## src/rtl/data_access_ctrl_pkg.sv

```systemverilog
// Shared definitions for the data access controller: bus widths, stall width,
// memory op encodings, FSM state encodings and the default bus timeout.
package data_access_ctrl_pkg;

    localparam int BUS_W           = 32;   // data and address bus width
    localparam int BE_W            = 4;    // byte lanes per bus word
    localparam int STALL_W         = 1;    // pipeline stall request width
    localparam int CNT_W           = 8;    // wait counter width
    localparam int TIMEOUT_DEFAULT = 255;  // WAIT cycles without ack before bus error

    typedef enum logic [2:0] {
        OP_LB  = 3'd0,
        OP_LBU = 3'd1,
        OP_LH  = 3'd2,
        OP_LHU = 3'd3,
        OP_LW  = 3'd4,
        OP_SB  = 3'd5,
        OP_SH  = 3'd6,
        OP_SW  = 3'd7
    } op_e;

    typedef enum logic [1:0] {
        ST_IDLE  = 2'd0,
        ST_WAIT  = 2'd1,
        ST_DRAIN = 2'd2
    } state_e;

    typedef enum logic [1:0] {
        SZ_BYTE = 2'd0,
        SZ_HALF = 2'd1,
        SZ_WORD = 2'd2
    } size_e;

    // Access width implied by an op.
    function automatic size_e op_size(input op_e op);
        case (op)
            OP_LB, OP_LBU, OP_SB: return SZ_BYTE;
            OP_LH, OP_LHU, OP_SH: return SZ_HALF;
            default:              return SZ_WORD;
        endcase
    endfunction

    // True for the five load ops.
    function automatic logic op_is_load(input op_e op);
        return (op == OP_LB) || (op == OP_LBU) || (op == OP_LH) ||
               (op == OP_LHU) || (op == OP_LW);
    endfunction

endpackage

```

## src/rtl/data_access_ctrl_load_align.sv

```systemverilog
// Load lane select and sign/zero extension, purely combinational.
module load_align
    import data_access_ctrl_pkg::*;
(
    input  op_e              op,
    input  logic [1:0]       offset,
    input  logic [BUS_W-1:0] rdata,
    output logic [BUS_W-1:0] data
);

    logic [7:0]  byte_sel;
    logic [15:0] half_sel;

    // Pick the addressed byte/halfword, then extend according to the op.
    always_comb begin
        case (offset)
            2'd0:    byte_sel = rdata[7:0];
            2'd1:    byte_sel = rdata[15:8];
            2'd2:    byte_sel = rdata[23:16];
            default: byte_sel = rdata[31:24];
        endcase
        half_sel = offset[1] ? rdata[31:16] : rdata[15:0];
        case (op)
            OP_LB:   data = {{24{byte_sel[7]}}, byte_sel};
            OP_LBU:  data = {24'h0, byte_sel};
            OP_LH:   data = {{16{half_sel[15]}}, half_sel};
            OP_LHU:  data = {16'h0, half_sel};
            default: data = rdata;
        endcase
    end

endmodule

```

## src/rtl/data_access_ctrl.sv

```systemverilog
// Load/store controller between a pipeline stage and a data SRAM port.
// Accepts one request in IDLE, holds the memory request stable until ack,
// supports flush (DRAIN discards the late ack) and a wait-cycle timeout.
// Optional macro UNALIGNED_EXC_EN: misaligned requests raise addr_err and are
// dropped; without it they are force-aligned and proceed.
module data_access_ctrl
    import data_access_ctrl_pkg::*;
#(
    parameter int TIMEOUT_CYC = TIMEOUT_DEFAULT
) (
    input  logic               clk,
    input  logic               rst,
    input  logic               req_valid,
    input  logic [2:0]         req_op,
    input  logic [BUS_W-1:0]   req_addr,
    input  logic [BUS_W-1:0]   req_wdata,
    input  logic               flush,
    output logic               data_sram_en,
    output logic [BE_W-1:0]    data_sram_wen,
    output logic [BUS_W-1:0]   data_sram_addr,
    output logic [BUS_W-1:0]   data_sram_wdata,
    input  logic               data_sram_ack,
    input  logic [BUS_W-1:0]   data_sram_rdata,
    output logic [STALL_W-1:0] stallreq,
    output logic               load_valid,
    output logic [BUS_W-1:0]   load_data,
    output logic               addr_err,
    output logic               bus_err
);

    localparam logic [CNT_W-1:0] TIMEOUT_LIM = CNT_W'(TIMEOUT_CYC);

    state_e            state, state_n;
    op_e               op_in, op_q;
    size_e             size_in;
    logic [1:0]        off_in, off_q;
    logic [BE_W-1:0]   wen_in, wen_q;
    logic [BUS_W-1:0]  wdata_in, wdata_q, addr_in, addr_q, aligned_data;
    logic [CNT_W-1:0]  cnt;
    logic              req_ok, accept, timeout;

    assign op_in   = op_e'(req_op);
    assign size_in = op_size(op_in);
    assign addr_in = {req_addr[BUS_W-1:2], 2'b00};
    assign req_ok  = (state == ST_IDLE) && req_valid && !flush && !rst;

`ifdef UNALIGNED_EXC_EN
    logic misaligned;
    assign misaligned = ((size_in == SZ_HALF) && req_addr[0]) ||
                        ((size_in == SZ_WORD) && (req_addr[1:0] != 2'b00));
    assign accept   = req_ok && !misaligned;
    assign addr_err = req_ok && misaligned;
`else
    assign accept   = req_ok;
    assign addr_err = 1'b0;
`endif

    // Effective lane offset (force-aligned), byte enables and lane-replicated store data.
    always_comb begin
        off_in   = 2'b00;
        wen_in   = '0;
        wdata_in = '0;
        case (size_in)
            SZ_BYTE: begin
                off_in   = req_addr[1:0];
                wdata_in = {4{req_wdata[7:0]}};
            end
            SZ_HALF: begin
                off_in   = {req_addr[1], 1'b0};
                wdata_in = {2{req_wdata[15:0]}};
            end
            default: begin
                off_in   = 2'b00;
                wdata_in = req_wdata;
            end
        endcase
        if (!op_is_load(op_in)) begin
            case (size_in)
                SZ_BYTE: wen_in = 4'b0001 << off_in;
                SZ_HALF: wen_in = 4'b0011 << off_in;
                default: wen_in = 4'b1111;
            endcase
        end else begin
            wdata_in = '0;
        end
    end

    assign timeout = (state != ST_IDLE) && (cnt == TIMEOUT_LIM);

    // State register.
    always_ff @(posedge clk) begin
        if (rst) state <= ST_IDLE;
        else     state <= state_n;
    end

    // Request latches and wait counter (cleared on every accept).
    always_ff @(posedge clk) begin
        if (rst) begin
            op_q    <= OP_LB;
            off_q   <= '0;
            wen_q   <= '0;
            addr_q  <= '0;
            wdata_q <= '0;
            cnt     <= '0;
        end else if (accept) begin
            op_q    <= op_in;
            off_q   <= off_in;
            wen_q   <= wen_in;
            addr_q  <= addr_in;
            wdata_q <= wdata_in;
            cnt     <= '0;
        end else if ((state != ST_IDLE) && !data_sram_ack && !timeout) begin
            cnt <= cnt + 1'b1;
        end
    end

    // Next state and memory/pipeline outputs.
    always_comb begin
        state_n         = state;
        data_sram_en    = 1'b0;
        data_sram_wen   = '0;
        data_sram_addr  = '0;
        data_sram_wdata = '0;
        stallreq        = '0;
        load_valid      = 1'b0;
        bus_err         = 1'b0;
        case (state)
            ST_IDLE: begin
                if (accept) begin
                    data_sram_en    = 1'b1;
                    data_sram_wen   = wen_in;
                    data_sram_addr  = addr_in;
                    data_sram_wdata = wdata_in;
                    stallreq        = 1'b1;
                    state_n         = ST_WAIT;
                end
            end
            ST_WAIT, ST_DRAIN: begin
                if (timeout) begin
                    bus_err = 1'b1;
                    state_n = ST_IDLE;
                end else begin
                    data_sram_en    = 1'b1;
                    data_sram_wen   = wen_q;
                    data_sram_addr  = addr_q;
                    data_sram_wdata = wdata_q;
                    if (data_sram_ack) begin
                        // Ack wins over a same-cycle flush; DRAIN drops the data.
                        load_valid = (state == ST_WAIT) && op_is_load(op_q);
                        state_n    = ST_IDLE;
                    end else begin
                        stallreq = 1'b1;
                        if ((state == ST_WAIT) && flush) state_n = ST_DRAIN;
                    end
                end
            end
            default: state_n = ST_IDLE;
        endcase
    end

    load_align u_load_align (
        .op     (op_q),
        .offset (off_q),
        .rdata  (data_sram_rdata),
        .data   (aligned_data)
    );

    assign load_data = load_valid ? aligned_data : '0;

endmodule
```

## config.mk

```make
export PLATFORM = sky130hd
export DESIGN_NAME = data_access_ctrl
export DESIGN_NICKNAME = d
export VERILOG_FILES = /design/src/rtl/data_access_ctrl_pkg.sv /design/src/rtl/data_access_ctrl_load_align.sv /design/src/rtl/data_access_ctrl.sv
export SDC_FILE = /design/constraint.sdc
export NUM_CORES = 1
export LEC_CHECK = 0
export BUFFER_PORTS_ARGS = -buffer_cell sky130_fd_sc_hd__buf_4
export CORE_ASPECT_RATIO = 1.1
export CORE_UTILIZATION = 44
export CTS_BUF_LIST = sky130_fd_sc_hd__clkbuf_8 sky130_fd_sc_hd__clkbuf_16
export DETAILED_ROUTE_END_ITERATION = 10
export GPL_ROUTABILITY_DRIVEN = 1
export PLACE_DENSITY = 0.78
export SYNTH_ARGS = -nofsm -noshare
export SYNTH_HDL_FRONTEND = slang
export SYNTH_SLANG_ARGS = --single-unit
```

## constraint.sdc

```tcl
create_clock -name clk -period 1.8 [get_ports clk]
set_input_delay 0 -clock clk [delete_from_list [all_inputs] [get_ports clk]]
set_output_delay 0 -clock clk [all_outputs]
set_load 0.005 [all_outputs]
```

-- Word level (Yosys, flattened, before mapping)
Cells that the tools add are included.
- add/sub/neg operators: 1
- eq/ne operators: 18
- shifts and indexed selects: 2
- muxes and demuxes: 35
- reductions and logical operators: 31
- operator list (kind ; count):
    $mux 32 ; 6
    $pmux 32 s2 ; 3
    $pmux 32 s4 ; 1
    $pmux 8 s3 ; 1
    $mux 16 ; 1
    $pmux 4 s2 ; 2
    $eq 3x2->1 const B ; 4
    $eq 3x3->1 const B ; 4
    $mux 4 ; 3
    $pmux 2 s2 ; 3
    $mux 1 ; 9
    $add 8x1->8 const B ; 1
    $eq 8x8->1 const B ; 1
    $logic_and 1x1->1 ; 8
    $logic_or 1x1->1 ; 8
    $mux 2 ; 4
    $eq 2x1->1 const B ; 3
    $eq 3x1->1 const B ; 2
    $logic_not 2->1 ; 3
    $logic_not 3->1 ; 2
    $reduce_or 3->1 ; 2
    $eq 2x2->1 const B ; 2
    $logic_not 1->1 ; 4
    $ne 4x4->1 const B ; 1
    other kinds (7) ; 9
- register bits: 81
- bits of input ports: 104
- output and inout bits: 105
- word-level logic and storage cells: 94

-- Longest topological paths before layout
- word-level depth: 10
- mapped depth: 8
- mapped depth without buffers: 6

-- Hierarchy
A second synthesis with hierarchy kept.
- cell total of the unflattened synthesis: 662
- area total of the unflattened synthesis: 5445.2 um2
- by module, submodules not included (module ; instances ; cells each ; area each (um2) ; seq. area each (um2)):
    data_access_ctrl ; 1 ; 530 ; 4405.5 ; 1621.6
    load_align ; 1 ; 132 ; 1039.7 ; 0.0

-- Least setup slack after synthesis
No wires, ideal clock.
- kind: register to register
- start point: register state[0]
- end point: register op_q[2]
- library setup time: 71 ps
- data arrival time: 1679 ps
- required time: 1729 ps
- setup slack: 50 ps
- stages on the path, launching flop included: 9
- buffers on the path: 3
- clock period less this slack: 1750 ps
- cells stage by stage: dfxtp_1 -> inv_1 -> ha_1 -> buf_2 -> nand3b_1 -> clkbuf_1 -> buf_1 -> nand2_1 -> a21oi_1
- longest elaborated chain between the ends: 4
- RTL lines (item ; line ; source):
    start: declaration ; data_access_ctrl.sv:33 ; state_e state, state_n;
    start signal: assignment ; data_access_ctrl.sv:93 ; else state <= state_n;
    $logic_not 2->1 ; data_access_ctrl.sv:45 ; assign req_ok = (state == ST_IDLE) && req_valid && !flush && !rst;
    $logic_and 1x1->1 (3 in series) ; data_access_ctrl.sv:45 ;
    end signal: assignment ; data_access_ctrl.sv:106 ; op_q <= op_in;
    end: declaration ; data_access_ctrl.sv:34 ; op_e op_in, op_q;
Every way passes these cells.
A chain may end at the register's enable or synchronous reset.

-- Final worst setup path
- start point: register state[1]
- end point: output port data_sram_wdata[17]
- longest elaborated chain between the ends: 6
- elaborated cells on any way between the ends: 12
- those cells by class: eq/ne (2); mux (3); reduce/logical (7)
- RTL lines (item ; line ; source):
    $logic_not 2->1 ; data_access_ctrl.sv:45, data_access_ctrl.sv:127 ;
    $logic_and 1x1->1 (3 in series) ; data_access_ctrl.sv:45 ;
    $mux 32 ; data_access_ctrl.sv:129 ; if (accept) begin
    $pmux 32 s2 * ; data_access_ctrl.sv:127 ; case (state)
    end: declaration ; data_access_ctrl.sv:21 ; output logic [BUS_W-1:0] data_sram_wdata,
Every way passes the cells marked *; elsewhere a longest branch is shown, timed or not.

==> flow_summary.yaml <==
outcome:
  status: "complete, but fails checks"
  violations: "setup timing"
floorplan:
  io_pins: 209
  fp.dieW_um: 102
  rows: 39
  die_area_um2: 11400
  initial_core_util_pct: 45.8
  core_area_um2: 10500
  fp.dieH_um: 112
hold_path:
  hp-class: "input pin to flop"
layout:
  regArea_um2: 1630
  multi_input_area_um2: 3320
  layout.cells.non_filler: 1087
  diodes: 0
  drive_gt1_share_pct: 37.3
  nets: 1048
  syn_to_final_growth_pct: 72.2
  fillers: 662
pwr:
  ir_drop_mv: 0.527
  finalPower_mw: 5.43
  power_leakage_nw: 3.71
  powerDensity_nw_per_um2: 653
sta:
  maxSlewHeadroom_pct: 56.9
  fin_worst_hold_slack_ns: 0.00480
  max_freq_ghz: 0.462
  tightest_slew_ns: 0.639
  fin_skew_ns: 0.00620
  rsz0062_at_grt: "true"
  final_max_slew_viol_count: 0
  setup_slack_ns: -0.365
  setup_viol: 102
  hold_viol: 0
  min_period_over_period_pct: 120
  period_minus_slack_ns: 2.17
place:
  place_ws_ns: -0.0385
  dpl.cell_count: 996
  port_buffers: 205
  place.gp.congestion: 0.884
  dp_hpwl_um: 12000
cts:
  clk_path_buf_depth: 2
  htree_num_levels: 3
  cts_buffers: 9
  clkSlewWorstSetupHoldPaths_ns: 0.06
  root_buffer: "clkbuf_16"
  cts.sinks: 81
  cts_tree: "yes"
  insertion_delay_ns: 0.34
synth:
  synthDistinctLibCells: 49
  yosys.area.top_type: "dfxtp_1"
  syn_area_per_cell_um2: 7.23
  yosys_warnings: 0
  yosysSeqAreaShare_pct: 33.6
  synth-async-reset-ratio_pct: 0
  synth_xor_area_share_pct: 0.907
  synth_common_cells: "163 x nand2_1, 81 x dfxtp_1, 75 x a21oi_1"
  netlist_instances: 668
  yosys.area_share.adder_pct: 1.30
  ys_ff_latch: 81
  synth-edff-count: 0
  ys_top_cells_by_area: "dfxtp_1 34%, nand2_1 13%, a22o_1 9.6%"
  synth_top_area_share_pct: 33.6
  synth_compound_area_share_pct: 30.8
  synth_ff_type: "dfxtp_1"
  synthMuxAreaShare_pct: 3.19
  synth_area_um2: 4830
  synth_top_family_by_area: "compound AO/OA/AOI/OAI gates"
  synth.most_common_cell: "nand2_1"
  yosys.area_share.simple_pct: 24.0
worst_setup_path:
  cp_max_fo: 6
  worstPathCellList: "inv_2 -> ha_4 -> and4b_2 -> a211oi_4 -> buf_12 -> buf_12 -> buf_8 -> nand2_2 -> o21ai_2 -> buf_4"
  slowest_stage: "dfxtp_2"
  cp.required_ns: 1.80
  cpMostUsedCell: "buf_12"
  critPathArrivalTime_ns: 2.17
  end_kind: "primary output"
  worstSetupPathType: "flop to primary output"
  cp_slowest_stage_delay_ns: 0.33
  worstSetupStartpointType: "flop"
route:
  drc: 0
  num_vias: 6387
  dr.pass1.iters: 5
  viasPerCell: 5.88
  avgRoutedWirePerCell_um: 19.1
  drtAntennaViolNets: 0
  routed_wirelength_um: 20800
  initialDrtViolationCount: 502
global_routing:
  grt_pass1_vias: 6084
  grt_pass1_wl_um: 29800
  grt_overflow_total: 0
  grt_util_all_layers_pct: 33.1
  grt_antenna_before_repair: 0
  grt_max_degree: 54
run:
  cap_viol_max_count: 0
[power by group]
group	leakage, nW	internal (mW)	switching [mW]	total (mW)
combinational	2.88	0.722	0.711	1.43
clock	0.172	1.35	0.755	2.10
sequential	0.659	1.86	0.0430	1.90
total	3.71	3.93	1.51	5.43
[cells in the final DEF, fill, tap and decap left out, types with 5 or more instances in the layout]
master         Yosys  layout
o21ai_0           46      30
nand2_1          163     156
nor2_1            35      23
a22o_1            53      52
a21oi_1           75      69
a21o_1            11      11
dfxtp_1           81      77
inv_1             14      14
a22oi_1            8       8
nand2_2            0       5
nand2b_1          10       8
mux2i_1           12      12
and3_1             7       6
o211ai_1           9       9
clkbuf_16          0      13
o21ai_2            0       8
buf_4              3     229
o21ai_1            0       7
dlygate4sd3_1      0      51
buf_12             0      11
nor2b_1           12      12
buf_6              2      14
nor2_2             1      13
[sequential cells by signal, summed over array words and instances (netlist names)]
register  count
wdata_q      32
cnt           8
off_q         2
state         2
addr_q       30
op_q          3
wen_q         4
[area by class of cell]
type / instances / area share (%)
clock buffers: 9 / 2.71
clock inverters: 7 / 1.34
inverters: 14 / 0.632
multi-input cells: 520 / 39.9
flip-flops and latches: 81 / 19.6
well taps: 143 / 2.15
repair buffers: 313 / 33.7
[per-layer routing]
| layer | up-vias | GRT usage [%] | part of all wire, % |
|---|---|---|---|
| li1 | 2883 | - | - |
| met1 | 3013 | 36.0 | 36 |
| met2 | 413 | 58.8 | 50 |
| met3 | 78 | 7.78 | 9.7 |
| met4 | 0 | 17.1 | 4.5 |
| met5 | - | 0 | 0 |
[worst paths after layout]
kind               startpoint                   to  slack, ns  depth (start not counted)
hold / removal      req_op[0]              op_q[0]      0.005                          3
setup / recovery     state[1]  data_sram_wdata[17]      -0.37                         10
setup reg to reg     state[1]             state[1]      -0.18                          7
hold reg to reg   wdata_q[31]          wdata_q[31]       0.45                          2
[kinds of logic (layout without fill, tap and decap cells)]
group,Yosys count,in the layout
other,1,3
xor gates and xnor gates,5,5
muxes,14,14
AOI/OAI and AO/OA,229,229
adders and majority gates,5,5
buffers and inverters,71,343
and+or+nand+nor,262,264
DFF,81,81
[stage by stage]
| stage | cell area [um2] | TNS [ns] | utilization, % |
|---|---|---|---|
| floorplan | 4840 | 0 | - |
| finish | 8320 | -26.89 | 78.9 |
| global route | 8320 | -32.04 | 78.9 |
| detailed placement | 6670 | -0.205 | 63.2 |
| global placement | 6670 | 0 | 63.2 |
| CTS | 7800 | -19.33 | 74.0 |
[what timing repair did]
action                     CTS  global route
hold endpoints to repair    51             0
setup endpoints to repair  109           106
hold buffers                51             0
pin swaps                   26            49
gates resized for setup     45            80
gates cloned                 4             4
setup buffers                8             9
[worst max-delay path, delay by kind of cell, from the launching register on]
family          cells  cell delay, ns
fa+ha+maj           1            0.14
buf+inv             5            0.63
flops               1            0.33
compound gates      2            0.38
simple gates        2            0.35
(Power assumes the default switching activity.)
